`config.mk`:
```
export PLATFORM = sky130hd
export DESIGN_NAME = fifo_sync_param_flat
export DESIGN_NICKNAME = d
export VERILOG_FILES = /design/src/rtl/fifo_sync_param_pkg.sv /design/src/rtl/fifo_sync_param_if.sv /design/src/rtl/fifo_sync_ram.sv /design/src/rtl/fifo_sync_param.sv /design/src/flat_wrapper.sv
export SDC_FILE = /design/constraint.sdc
export NUM_CORES = 1
export LEC_CHECK = 0
export BUFFER_PORTS_ARGS = -buffer_cell sky130_fd_sc_hd__buf_2
export CORE_UTILIZATION = 35
export CTS_CLUSTER_SIZE = 20
export DETAILED_ROUTE_END_ITERATION = 10
export GPL_ROUTABILITY_DRIVEN = 0
export PLACE_DENSITY = 0.52
export REMOVE_ABC_BUFFERS = 1
export SLEW_MARGIN = 30
export SYNTH_ARGS = -nofsm -noshare
export SYNTH_HDL_FRONTEND = slang
export SYNTH_SLANG_ARGS = --single-unit
```
`constraint.sdc`:
```
create_clock -name clk -period 5.06 [get_ports clk]
set_input_delay 1.012 -clock clk [delete_from_list [all_inputs] [get_ports clk]]
set_output_delay 1.012 -clock clk [all_outputs]
set_load 0.005 [all_outputs]
```
`src/rtl/fifo_sync_param_pkg.sv`:
```
// -----------------------------------------------------------------------------
// fifo_pkg
//   Shared definitions for the parametrised synchronous FIFO family.
//   - FIFO_MODE_STD / FIFO_MODE_FWFT : values for the FWFT parameter
//   - clog2()                        : address width helper usable in
//                                      parameter / localparam expressions
// -----------------------------------------------------------------------------
package fifo_pkg;

  localparam int FIFO_MODE_STD  = 0;
  localparam int FIFO_MODE_FWFT = 1;

  // Smallest n with (1 << n) >= value. Written as a bounded loop so it stays
  // a legal constant function for every tool.
  function automatic int clog2(input int value);
    int result;
    result = 0;
    for (int i = 0; i < 31; i++) begin
      if ((1 << i) < value) begin
        result = i + 1;
      end
    end
    return result;
  endfunction

endpackage

```
`src/rtl/fifo_sync_param_if.sv`:
```
// -----------------------------------------------------------------------------
// fifo_sync_param_if
//   Bundles the producer/consumer side of fifo_sync_param.
//   Parameters : WIDTH (data bits), DEPTH (entries, sets count width)
//   master     : drives flush, wr_en, data_in, rd_en, clr_err;
//                observes data_out, rd_valid, status flags and count
//   slave      : the FIFO itself (mirror of master)
// -----------------------------------------------------------------------------
interface fifo_sync_param_if #(
  parameter int WIDTH = 8,
  parameter int DEPTH = 16
) ();
  import fifo_pkg::*;

  localparam int AW = clog2(DEPTH);

  logic             flush;
  logic             wr_en;
  logic [WIDTH-1:0] data_in;
  logic             rd_en;
  logic             clr_err;
  logic [WIDTH-1:0] data_out;
  logic             rd_valid;
  logic             empty;
  logic             full;
  logic             almost_empty;
  logic             almost_full;
  logic [AW:0]      count;
  logic             overflow;
  logic             underflow;

  modport master (
    output flush, wr_en, data_in, rd_en, clr_err,
    input  data_out, rd_valid, empty, full, almost_empty, almost_full,
           count, overflow, underflow
  );

  modport slave (
    input  flush, wr_en, data_in, rd_en, clr_err,
    output data_out, rd_valid, empty, full, almost_empty, almost_full,
           count, overflow, underflow
  );

endinterface

```
`src/rtl/fifo_sync_ram.sv`:
```
// -----------------------------------------------------------------------------
// fifo_sync_ram
//   DEPTH x WIDTH storage for fifo_sync_param: one write port, one read port.
//   ASYNC_READ = 0 : registered read (block-RAM style), output register is
//                    cleared by rst and updated only when rd_en is high.
//   ASYNC_READ = 1 : combinational read of rd_addr (used for FWFT, where the
//                    head word must be visible without a read request).
//   Ports: clk, rst (async, active-low), wr_en/wr_addr/wr_data,
//          rd_en/rd_addr, rd_data.
//   The storage array itself is never reset.
// -----------------------------------------------------------------------------
module fifo_sync_ram #(
  parameter int WIDTH      = 8,
  parameter int DEPTH      = 16,
  parameter int AW         = 4,
  parameter bit ASYNC_READ = 1'b0
) (
  input  logic             clk,
  input  logic             rst,
  input  logic             wr_en,
  input  logic [AW-1:0]    wr_addr,
  input  logic [WIDTH-1:0] wr_data,
  input  logic             rd_en,
  input  logic [AW-1:0]    rd_addr,
  output logic [WIDTH-1:0] rd_data
);

  logic [WIDTH-1:0] mem [DEPTH];

  always_ff @(posedge clk) begin
    if (wr_en) begin
      mem[wr_addr] <= wr_data;
    end
  end

  generate
    if (ASYNC_READ) begin : g_async_read
      // Read enable and reset have no role when the read is combinational.
      logic unused_async;
      assign unused_async = rd_en ^ rst;
      assign rd_data      = mem[rd_addr];
    end else begin : g_sync_read
      logic [WIDTH-1:0] rd_data_reg;
      always_ff @(posedge clk or negedge rst) begin
        if (!rst) begin
          rd_data_reg <= '0;
        end else if (rd_en) begin
          rd_data_reg <= mem[rd_addr];
        end
      end
      assign rd_data = rd_data_reg;
    end
  endgenerate

endmodule

```
`src/rtl/fifo_sync_param.sv`:
```
// -----------------------------------------------------------------------------
// fifo_sync_param
//   Parametrised single-clock FIFO with standard or first-word-fall-through
//   read mode, fill count, almost-full/almost-empty thresholds, sticky
//   overflow/underflow and synchronous flush.
//   Parameters: WIDTH, DEPTH (power of two >= 2), AF_THRESH, AE_THRESH, FWFT
//   Ports     : clk, rst (async, active-low), bus (fifo_sync_param_if.slave)
//               bus inputs : flush, wr_en, data_in, rd_en, clr_err
//               bus outputs: data_out, rd_valid, empty, full, almost_empty,
//                            almost_full, count, overflow, underflow
//   All status outputs are registered and move on the same edge as the
//   pointers.
// -----------------------------------------------------------------------------
module fifo_sync_param
  import fifo_pkg::*;
#(
  parameter int WIDTH     = 8,
  parameter int DEPTH     = 16,
  parameter int AF_THRESH = 14,
  parameter int AE_THRESH = 2,
  parameter int FWFT      = FIFO_MODE_STD
) (
  input  logic             clk,
  input  logic             rst,
  fifo_sync_param_if.slave bus
);

  localparam int          AW     = clog2(DEPTH);
  localparam logic [AW:0] AF_LIM = (AW + 1)'(AF_THRESH);
  localparam logic [AW:0] AE_LIM = (AW + 1)'(AE_THRESH);
  localparam bit          IS_FWFT = (FWFT == FIFO_MODE_FWFT);

  logic [AW:0]      wr_ptr_reg, wr_ptr_next;
  logic [AW:0]      rd_ptr_reg, rd_ptr_next;
  logic [AW:0]      count_reg, count_next;
  logic             empty_reg, empty_next;
  logic             full_reg, full_next;
  logic             almost_empty_reg, almost_empty_next;
  logic             almost_full_reg, almost_full_next;
  logic             overflow_reg, overflow_next;
  logic             underflow_reg, underflow_next;
  logic             rd_valid_reg, rd_valid_next;

  logic             rd_accept;
  logic             wr_accept;
  logic             overflow_event;
  logic             underflow_event;
  logic [WIDTH-1:0] ram_rd_data;

  always_comb begin
    // Flush overrides both ports, so neither side moves a pointer or
    // raises an error in a flush cycle.
    rd_accept       = bus.rd_en & ~empty_reg & ~bus.flush;
    // A full FIFO can still take a write when the same cycle frees a slot.
    wr_accept       = bus.wr_en & (~full_reg | rd_accept) & ~bus.flush;
    overflow_event  = bus.wr_en & full_reg & ~rd_accept & ~bus.flush;
    underflow_event = bus.rd_en & empty_reg & ~bus.flush;

    wr_ptr_next = wr_ptr_reg + {{AW{1'b0}}, wr_accept};
    rd_ptr_next = rd_ptr_reg + {{AW{1'b0}}, rd_accept};
    count_next  = count_reg + {{AW{1'b0}}, wr_accept} - {{AW{1'b0}}, rd_accept};

    if (bus.flush) begin
      wr_ptr_next = '0;
      rd_ptr_next = '0;
      count_next  = '0;
    end

    // Extra pointer MSB distinguishes full (one lap apart) from empty.
    empty_next        = (wr_ptr_next == rd_ptr_next);
    full_next         = (wr_ptr_next[AW] != rd_ptr_next[AW]) &&
                        (wr_ptr_next[AW-1:0] == rd_ptr_next[AW-1:0]);
    almost_empty_next = (count_next <= AE_LIM);
    almost_full_next  = (count_next >= AF_LIM);

    // A fresh error in the clearing cycle keeps the flag set.
    overflow_next  = (overflow_reg & ~bus.clr_err) | overflow_event;
    underflow_next = (underflow_reg & ~bus.clr_err) | underflow_event;

    // FWFT: valid tracks the registered empty flag. Standard: one-cycle
    // pulse following each accepted read.
    rd_valid_next = IS_FWFT ? ~empty_next : rd_accept;
  end

  always_ff @(posedge clk or negedge rst) begin
    if (!rst) begin
      wr_ptr_reg       <= '0;
      rd_ptr_reg       <= '0;
      count_reg        <= '0;
      empty_reg        <= 1'b1;
      full_reg         <= 1'b0;
      almost_empty_reg <= 1'b1;
      almost_full_reg  <= 1'b0;
      overflow_reg     <= 1'b0;
      underflow_reg    <= 1'b0;
      rd_valid_reg     <= 1'b0;
    end else begin
      wr_ptr_reg       <= wr_ptr_next;
      rd_ptr_reg       <= rd_ptr_next;
      count_reg        <= count_next;
      empty_reg        <= empty_next;
      full_reg         <= full_next;
      almost_empty_reg <= almost_empty_next;
      almost_full_reg  <= almost_full_next;
      overflow_reg     <= overflow_next;
      underflow_reg    <= underflow_next;
      rd_valid_reg     <= rd_valid_next;
    end
  end

  fifo_sync_ram #(
    .WIDTH      (WIDTH),
    .DEPTH      (DEPTH),
    .AW         (AW),
    .ASYNC_READ (IS_FWFT)
  ) u_ram (
    .clk     (clk),
    .rst     (rst),
    .wr_en   (wr_accept),
    .wr_addr (wr_ptr_reg[AW-1:0]),
    .wr_data (bus.data_in),
    .rd_en   (rd_accept),
    .rd_addr (rd_ptr_reg[AW-1:0]),
    .rd_data (ram_rd_data)
  );

  generate
    if (IS_FWFT) begin : g_fwft_out
      // Head word is shown only while something is stored, so the output
      // is zero out of reset and never exposes stale storage.
      assign bus.data_out = empty_reg ? '0 : ram_rd_data;
    end else begin : g_std_out
      assign bus.data_out = ram_rd_data;
    end
  endgenerate

  assign bus.rd_valid     = rd_valid_reg;
  assign bus.empty        = empty_reg;
  assign bus.full         = full_reg;
  assign bus.almost_empty = almost_empty_reg;
  assign bus.almost_full  = almost_full_reg;
  assign bus.count        = count_reg;
  assign bus.overflow     = overflow_reg;
  assign bus.underflow    = underflow_reg;

endmodule

```
`src/flat_wrapper.sv`:
```
// flat-port wrapper written by rule: the top's interface ports become plain ports
module fifo_sync_param_flat import fifo_pkg::*;
#(
  parameter int WIDTH     = 8,
  parameter int DEPTH     = 16,
  parameter int AF_THRESH = 14,
  parameter int AE_THRESH = 2,
  parameter int FWFT      = FIFO_MODE_STD
)
  (clk, rst, bus_flush, bus_wr_en, bus_data_in, bus_rd_en, bus_clr_err, bus_data_out, bus_rd_valid, bus_empty, bus_full, bus_almost_empty, bus_almost_full, bus_count, bus_overflow, bus_underflow);
  fifo_sync_param_if #(.WIDTH(WIDTH), .DEPTH(DEPTH)) bus_i ();
  input  logic clk;
  input  logic rst;
  input wire logic [$bits(bus_i.flush)-1:0] bus_flush;
  input wire logic [$bits(bus_i.wr_en)-1:0] bus_wr_en;
  input wire logic [$bits(bus_i.data_in)-1:0] bus_data_in;
  input wire logic [$bits(bus_i.rd_en)-1:0] bus_rd_en;
  input wire logic [$bits(bus_i.clr_err)-1:0] bus_clr_err;
  output wire logic [$bits(bus_i.data_out)-1:0] bus_data_out;
  output wire logic [$bits(bus_i.rd_valid)-1:0] bus_rd_valid;
  output wire logic [$bits(bus_i.empty)-1:0] bus_empty;
  output wire logic [$bits(bus_i.full)-1:0] bus_full;
  output wire logic [$bits(bus_i.almost_empty)-1:0] bus_almost_empty;
  output wire logic [$bits(bus_i.almost_full)-1:0] bus_almost_full;
  output wire logic [$bits(bus_i.count)-1:0] bus_count;
  output wire logic [$bits(bus_i.overflow)-1:0] bus_overflow;
  output wire logic [$bits(bus_i.underflow)-1:0] bus_underflow;
  assign bus_i.flush = bus_flush;
  assign bus_i.wr_en = bus_wr_en;
  assign bus_i.data_in = bus_data_in;
  assign bus_i.rd_en = bus_rd_en;
  assign bus_i.clr_err = bus_clr_err;
  assign bus_data_out = bus_i.data_out;
  assign bus_rd_valid = bus_i.rd_valid;
  assign bus_empty = bus_i.empty;
  assign bus_full = bus_i.full;
  assign bus_almost_empty = bus_i.almost_empty;
  assign bus_almost_full = bus_i.almost_full;
  assign bus_count = bus_i.count;
  assign bus_overflow = bus_i.overflow;
  assign bus_underflow = bus_i.underflow;
  fifo_sync_param #(.WIDTH(WIDTH), .DEPTH(DEPTH), .AF_THRESH(AF_THRESH), .AE_THRESH(AE_THRESH), .FWFT(FWFT)) u_core (.clk(clk), .rst(rst), .bus(bus_i));
endmodule
```
==> results by group, run 1 <==
Status
  – Status: complete, but fails checks
  – Violated checks: design-rule violations

Layout
  – Synth-to-layout area growth: 15.5%
  – Nets: between 400 and 500
  – Final std cells w/o fill: approximately 680
  – Antenna diode count: 0
  – Layout cells sized above 1: 0.192
  – Max reg flops: about 130
  – # fillers: around 1.6k

Hold path
  – Hold endpoint: u_core.u_ram.rd_data[3]
  – Worst Hold Depth: 2
  – Hold Crit Class: register to register
  – Min-delay src: u_core.u_ram.rd_data[3]

Global route
  – Vias in the first global route: roughly 3.6k
  – Total track usage: 0.148
  – First-pass GRT wire length: between 20 and 25 mm
  – Pin count of the biggest net entering global routing: 35
  – Initial antenna violation count: 0
  – Grt total ovfl: 0

Yosys
  – Syn Area/Cell: about 16 sq um
  – Top-count cell post-synth: edfxtp_1
  – Cell area after synthesis: 0.00652 sq mm
  – Syn Inst Count: about 400
  – Post-synthesis compound-gate area fraction: 0.0495
  – Mux share of post-synthesis cell area: 0.114
  – Flops & latches, synth: approximately 160
  – Synth Flop Type: edfxtp_1
  – Post-Synth XOR/XNOR Area: 0.0121
  – Top cells by count, synth: edfxtp_1, mux2i_1, dfrtp_1
  – Count of different cell masters after synthesis: 45
  – Share of the synthesized area in the top cell type: 0.589
  – Largest family of logic cells by synthesized area: multiplexers
  – Yosys top cell by area: edfxtp_1
  – Fraction of registers with async set/reset: 0.190
  – Simple-gate share of the synthesized area: 0.0737
  – Synth warnings: 0
  – Post-synth EDFFs: around 130
  – Top cells by area, synth: edfxtp_1, dfrtp_1, mux2i_1
  – Seq/Total Area, Yosys: 0.705
  – Post-Synth Adder-Cell Area: 0.0203

Setup path
  – Worst R2R Setup Slack: ~2000 ps
  – Critical Path Source Type: input pin
  – RR Startpoint: u_core.bus.empty
  – WS Path Type: input pin to register
  – CP Capture Type: register
  – FF-to-FF path depth: 10
  – CP max FO: 28
  – Critical Path AT: slightly below 4000 ps
  – FF-to-FF End: u_core.bus.almost_full
  – WP data required: approximately 5400 ps

Clock network
  – Inserted Clock Buffers: 17
  – CTS H-Tree Depth: 4
  – CTS tree: built
  – CTS Buffer Depth: 2
  – Clock sink count: ~160
  – CTS resizes: 0
  – Clock Latency Late Sink: 430 ps
  – Setup bufs post-CTS: 0
  – Root Buffer: clkbuf_16
  – CTS Hold Buffers Added: 0
  – Clock-pin slew on the worst setup and hold paths: 60 ps

Placed design
  – Inst Count DP: ~650
  – Post-DP HPWL: about 8.3 mm
  – Buffers on Ports: 33

STA
  – Final hold vios: 0
  – Unrepaired setup endpoints after global routing: false
  – Worst-Margin Slew: between 900 and 1000 ps
  – Skew final: roughly 8.5 ps
  – Fmax: around 280 MHz
  – Max_slew headroom: 0.361
  – Final setup fails: 0
  – Final Max Slew Viols: 0
  – Period minus WS final: about 3600 ps
  – Final worst-path cycle share: 0.703
  – Setup TNS: 0 ps

Route
  – M1 WL: 6.12 mm
  – Antenna viol nets, final: 0
  – Final WL: ~13 mm
  – Via count: between 3k and 4k
  – Routed len/inst: 19.7 um
  – Max layer used: met4
  – Met3 WL post-DR: ~480 um
  – DRC errors left: 2
  – Routed wl met2: around 6.6 mm
  – First drt pass iteration count: 7
  – Vias per inst: around 5
  – DRT iter0 DRCs: ~230

Flow run
  – Max Cap Viol: 0

Die
  – CORE AREA: 0.0181 sq mm
  – Die Area: ~0.019 sq mm
  – # IOs: 34
  – Cell row count: 49
  – Die Width: roughly 140 um
  – Die Y-Extent: approximately 140 um
  – Initial core utilization: 0.361

Power and ir drop
  – Leak: roughly 2.6 nW
  – Seq pwr share: 0.473
  – Pint: between 2 and 2.5 mW
  – Clock power share: 0.446
  – Peak supply drop: between 200 and 250 uV
  – Pwr Density: between 400 and 500 mW/mm^2
  – Comb pwr share: 0.081
  – Switching Fraction: 0.225
  – Sw Pwr: 0.718 mW
==> layer usage <==
layer,global-route usage,up-vias
met5,0,-
li1,-,1604
met2,0.236,55
met3,0.0388,13
met4,0.0597,0
met1,0.193,1766
==> worst max-delay path by stage <==
| stage | depth (start not counted) | endpoint | slack, ps | startpoint |
|---|---|---|---|---|
| 6_report | 11 | u_core.bus.almost_full | 1500 | bus_flush |
| 4_1_cts | 11 | u_core.bus.almost_full | 1480 | bus_flush |
| 3_3_place_gp | 11 | u_core.bus.almost_full | 1150 | bus_flush |
| 3_5_place_dp | 11 | u_core.bus.almost_full | 1040 | bus_flush |
| 5_1_grt | 11 | u_core.bus.almost_full | 1330 | bus_flush |
| 2_1_floorplan | 10 | u_core.bus.almost_full | 1730 | bus_flush |
==> final cells by class <==
type / instances / area [sq um] / share of cell area
Tap cell: 229 / 287 / 0.0380
Clock buffer: 17 / 425 / 0.0565
Timing Repair Buffer: 34 / 173 / 0.0229
Sequential cell: 158 / 4600 / 0.610
Clock inverter: 14 / 231 / 0.0307
Multi-Input combinational cell: 215 / 1790 / 0.237
Inverter: 9 / 33.8 / 0.00448
==> power by group through the flow <==
stage	clock (mW)	combinational, mW	sequential [mW]
final	1.42	0.259	1.51
after detailed placement	0	0.264	1.53
after global routing	1.49	0.289	1.51
after global placement	0	0.256	1.54
after CTS	1.44	0.264	1.51
after floorplan	0	0.148	1.53
==> cells in the final DEF, fill, tap and decap left out, types with 8 or more instances in the layout <==
| cell type | instances |
|---|---|
| ha_1 | 9 |
| a22oi_1 | 16 |
| nand2_1 | 17 |
| buf_2 | 33 |
| nor2_1 | 19 |
| inv_1 | 9 |
| edfxtp_1 | 128 |
| nor2b_1 | 10 |
| nand3_1 | 21 |
| mux2i_1 | 46 |
| mux4_1 | 8 |
| a21oi_1 | 9 |
| dfrtp_1 | 27 |
| clkbuf_16 | 17 |
==> cells by family (layout without fill, tap and decap cells) <==
kind of cell / after synthesis / in the layout
AO/OA/AOI/OAI: 44 / 44
XOR/XNOR: 9 / 9
adder cells (fa/ha/maj): 10 / 10
buffers and inverters: 28 / 74
flip-flops: 158 / 158
multiplexers: 59 / 59
AND/OR/NAND/NOR: 93 / 93
==> critical path, stage by stage <==
cell and delay, ps:
buf_2 370, or3b_1 460, inv_1 180, ha_1 310, inv_1 40, ha_1 210, fa_1 410, a21o_1 210
a2111o_1 400, o21ai_1 170, a31o_2 150
==> metrics by stage <==
stage               hold slack (ps)  power, mW   util  area (sq um)  setup WS [ps]
global placement                510       1.79  0.380          6870           1150
floorplan                       486       1.68      -          6390           1730
CTS                             525       3.21  0.416          7530           1480
detailed placement              510       1.80  0.380          6870           1040
finish                          522       3.19  0.417          7530           1500
global route                    545       3.30  0.417          7530           1330
Note: power is estimated with default switching activity, not from simulation.
==> run 2: changes to the inputs <==
- clock period: 5.06 -> 3.5 ns (I/O delays scaled with it)
==> run 2 against run 1 <==
- largest cell class unchanged
- sequential power up 44%
- utilization is 0.42 points higher
- final cell count grew 3.3%
- critical endpoint unchanged
- register-to-register slack got worse by 1200 ps
- largest power group unchanged
- first-iteration DRC count down 5.3%
- the flow still finishes with violations (design-rule violations)
==> results by group, run 2 (same netlist as run 1, synthesis figures left out) <==
Global route
  – GRT met2 Usage: 0.244 (was 0.236)
  – Initial antenna violation count: 0 (unchanged)
  – Met1 usage: 0.202 (was 0.193)
  – GRT busiest layer: met2 (unchanged)
  – Total track usage: 0.152 (was 0.148)
  – Vias in the first global route: 3,679 (was 3,576)
  – First-pass GRT wire length: 21.3 mm (was 20.7 mm)
  – Grt total ovfl: 0 (unchanged)
  – Pin count of the biggest net entering global routing: 45 (was 35)
  – Grt met3 use: 0.0287 (was 0.0388)

Clock network
  – Setup bufs post-CTS: 0 (unchanged)
  – Clock Latency Late Sink: 430 ps (about the same)
  – CTS resizes: 0 (unchanged)
  – CTS H-Tree Depth: 4 (unchanged)
  – Clock sink count: 158 (unchanged)
  – CTS Hold Buffers Added: 0 (unchanged)
  – Root Buffer: clkbuf_16 (unchanged)
  – Inserted Clock Buffers: 17 (unchanged)
  – Clock-pin slew on the worst setup and hold paths: 60 ps (about the same)
  – CTS tree: built (unchanged)
  – CTS Buffer Depth: 2 (unchanged)

Layout
  – Max reg flops: 128 (unchanged)
  – Commonest non-fill, non-tap cell in the layout: edfxtp_1 (unchanged)
  – Synth-to-layout area growth: 16.7% (was 15.5%)
  – # fillers: 1,607 (was 1,583)
  – Antenna diode count: 0 (unchanged)
  – Most frequent cells in the layout: edfxtp_1, mux2i_1, buf_2 (unchanged)
  – Nets: 480 (was 459)
  – Layout cells sized above 1: 0.211 (was 0.192)

STA
  – Final hold vios: 0 (unchanged)
  – Max_slew headroom: 0.498 (was 0.361)
  – Final worst-path cycle share: 0.776
  – Final Max Slew Viols: 0 (unchanged)
  – Final setup fails: 0 (unchanged)
  – Fmax: about 370 MHz
  – Period minus WS final: about 2700 ps
  – Worst-Margin Slew: 751 ps (was 954 ps)
  – Skew final: 19.1 ps (was 8.53 ps)
  – Unrepaired setup endpoints after global routing: false (unchanged)
  – Setup TNS: 0 ps (unchanged)

Setup path
  – WP data required: 3850 ps (was 5430 ps)
  – CP Capture Type: register (unchanged)
  – WS Path Type: register to register (was input pin to register)
  – Critical path cell sequence: or3b_1 -> inv_1 -> ha_1 -> inv_1 -> ha_1 -> fa_1 -> a21o_1 -> a2111o_1 -> o21ai_1 -> a31o_2 (was buf_2 -> or3b_1 -> inv_1 -> ha_1 -> inv_1 -> ha_1 -> fa_1 -> a21o_1 -> a2111o_1 -> o21ai_1 -> a31o_2)
  – Crit path max-delay cell type: dfstp_2 (was or3b_1)
  – RR Startpoint: u_core.bus.empty (unchanged)
  – Critical Path Source Type: register (was input pin)
  – Worst stage delay on the critical path: 560 ps (was 460 ps)
  – CP max FO: 5 (was 28)
  – Critical Path AT: 3070 ps (was 3930 ps)
  – Critical path origin: u_core.bus.empty (was bus_flush)
  – Worst R2R Setup Slack: 780 ps (was 2000 ps)

Route
  – DRC errors left: 2 (unchanged)
  – DRT iter0 DRCs: 213 (was 225)
  – Via count: 3,490 (was 3,438)
  – Routed len/inst: 19.5 um (was 19.7 um)
  – Vias per inst: 5.00 (was 5.09)
  – Antenna viol nets, final: 0 (unchanged)
  – Final WL: 13.6 mm (was 13.3 mm)
  – First drt pass iteration count: 7 (unchanged)

Die
  – Initial core utilization: 0.361 (unchanged)
  – Die Width: 139 um (unchanged)
  – # IOs: 34 (unchanged)
  – Die Y-Extent: 139 um (unchanged)
  – Cell row count: 49 (unchanged)
  – Die Area: 0.0192 sq mm (unchanged)
  – CORE AREA: 0.0181 sq mm (unchanged)

Hold path
  – Hold Crit Class: input pin to asynchronous set/reset pin (was register to register)

Power and ir drop
  – Pwr Density: 573 mW/mm^2 (was 423 mW/mm^2)
  – Peak supply drop: 342 uV (was 241 uV)
  – Design Power: 4.36 mW (was 3.19 mW)
  – Leak: 2.67 nW (was 2.59 nW)

Status
  – Violated checks: design-rule violations (unchanged)
  – Status: complete, but fails checks (unchanged)

Placed design
  – Buffers on Ports: 33 (unchanged)
  – Post-DP HPWL: 8.82 mm (was 8.27 mm)

Flow run
  – Max Cap Viol: 0 (unchanged)
[run 2: path summary, 6_finish.rpt]
kind | endpoint | cells after the start
max | u_core.bus.almost_full | 10
min | u_core.rd_ptr_reg[4] | 1
max in group asynchronous | u_core.rd_ptr_reg[0] | 1
max reg2reg | u_core.bus.almost_full | 10
min in group clk | u_core.bus.overflow | 2
min reg2reg | u_core.u_ram.rd_data[4] | 2
[run 2: layout make-up]
class / count / area [sq um] / share of cell area
clock buffer: 17 / 425 / 0.0559
clock inverter: 15 / 161 / 0.0212
inverter: 9 / 33.8 / 0.00444
multi-input combinational: 215 / 1760 / 0.231
sequential: 158 / 4600 / 0.604
tap: 229 / 287 / 0.0377
timing repair buffer: 55 / 343 / 0.0451
[run 2: routing by layer]
metal  part of all wire  vias to the layer above
met5                  0                        -
li1                   -                     1650
met2               0.49                       62
met1               0.46                     1771
met3              0.037                        7
met4             0.0085                        0
[run 2: per-stage QoR]
step                      instance area (sq um)   util  setup WS [ps]  std cells  hold slack (ps)
final                                      7610  0.421            785        698              334
after global routing                       7610  0.421            708        698              393
after CTS                                  7610  0.421            785        698              353
after detailed placement                   7020  0.388            351        666              485
after global placement                     7020  0.388            420        666              476
after floorplan                            6390      -            214        382              404
[run 2: critical path: cells and delay by family, from the launching register on]
kind                       cells  cell delay (ps)
AOI/OAI and AO/OA              4              940
adders and majority gates      3              900
buffers and inverters          2              120
DFF                            1              560
and+or+nand+nor                1              130
[run 2: power breakdown]
group	total, mW	switching (mW)	internal [mW]
clock	1.81	0.749	1.06
combinational	0.390	0.207	0.182
sequential	2.17	0.0498	2.12
total	4.36	1.01	3.36
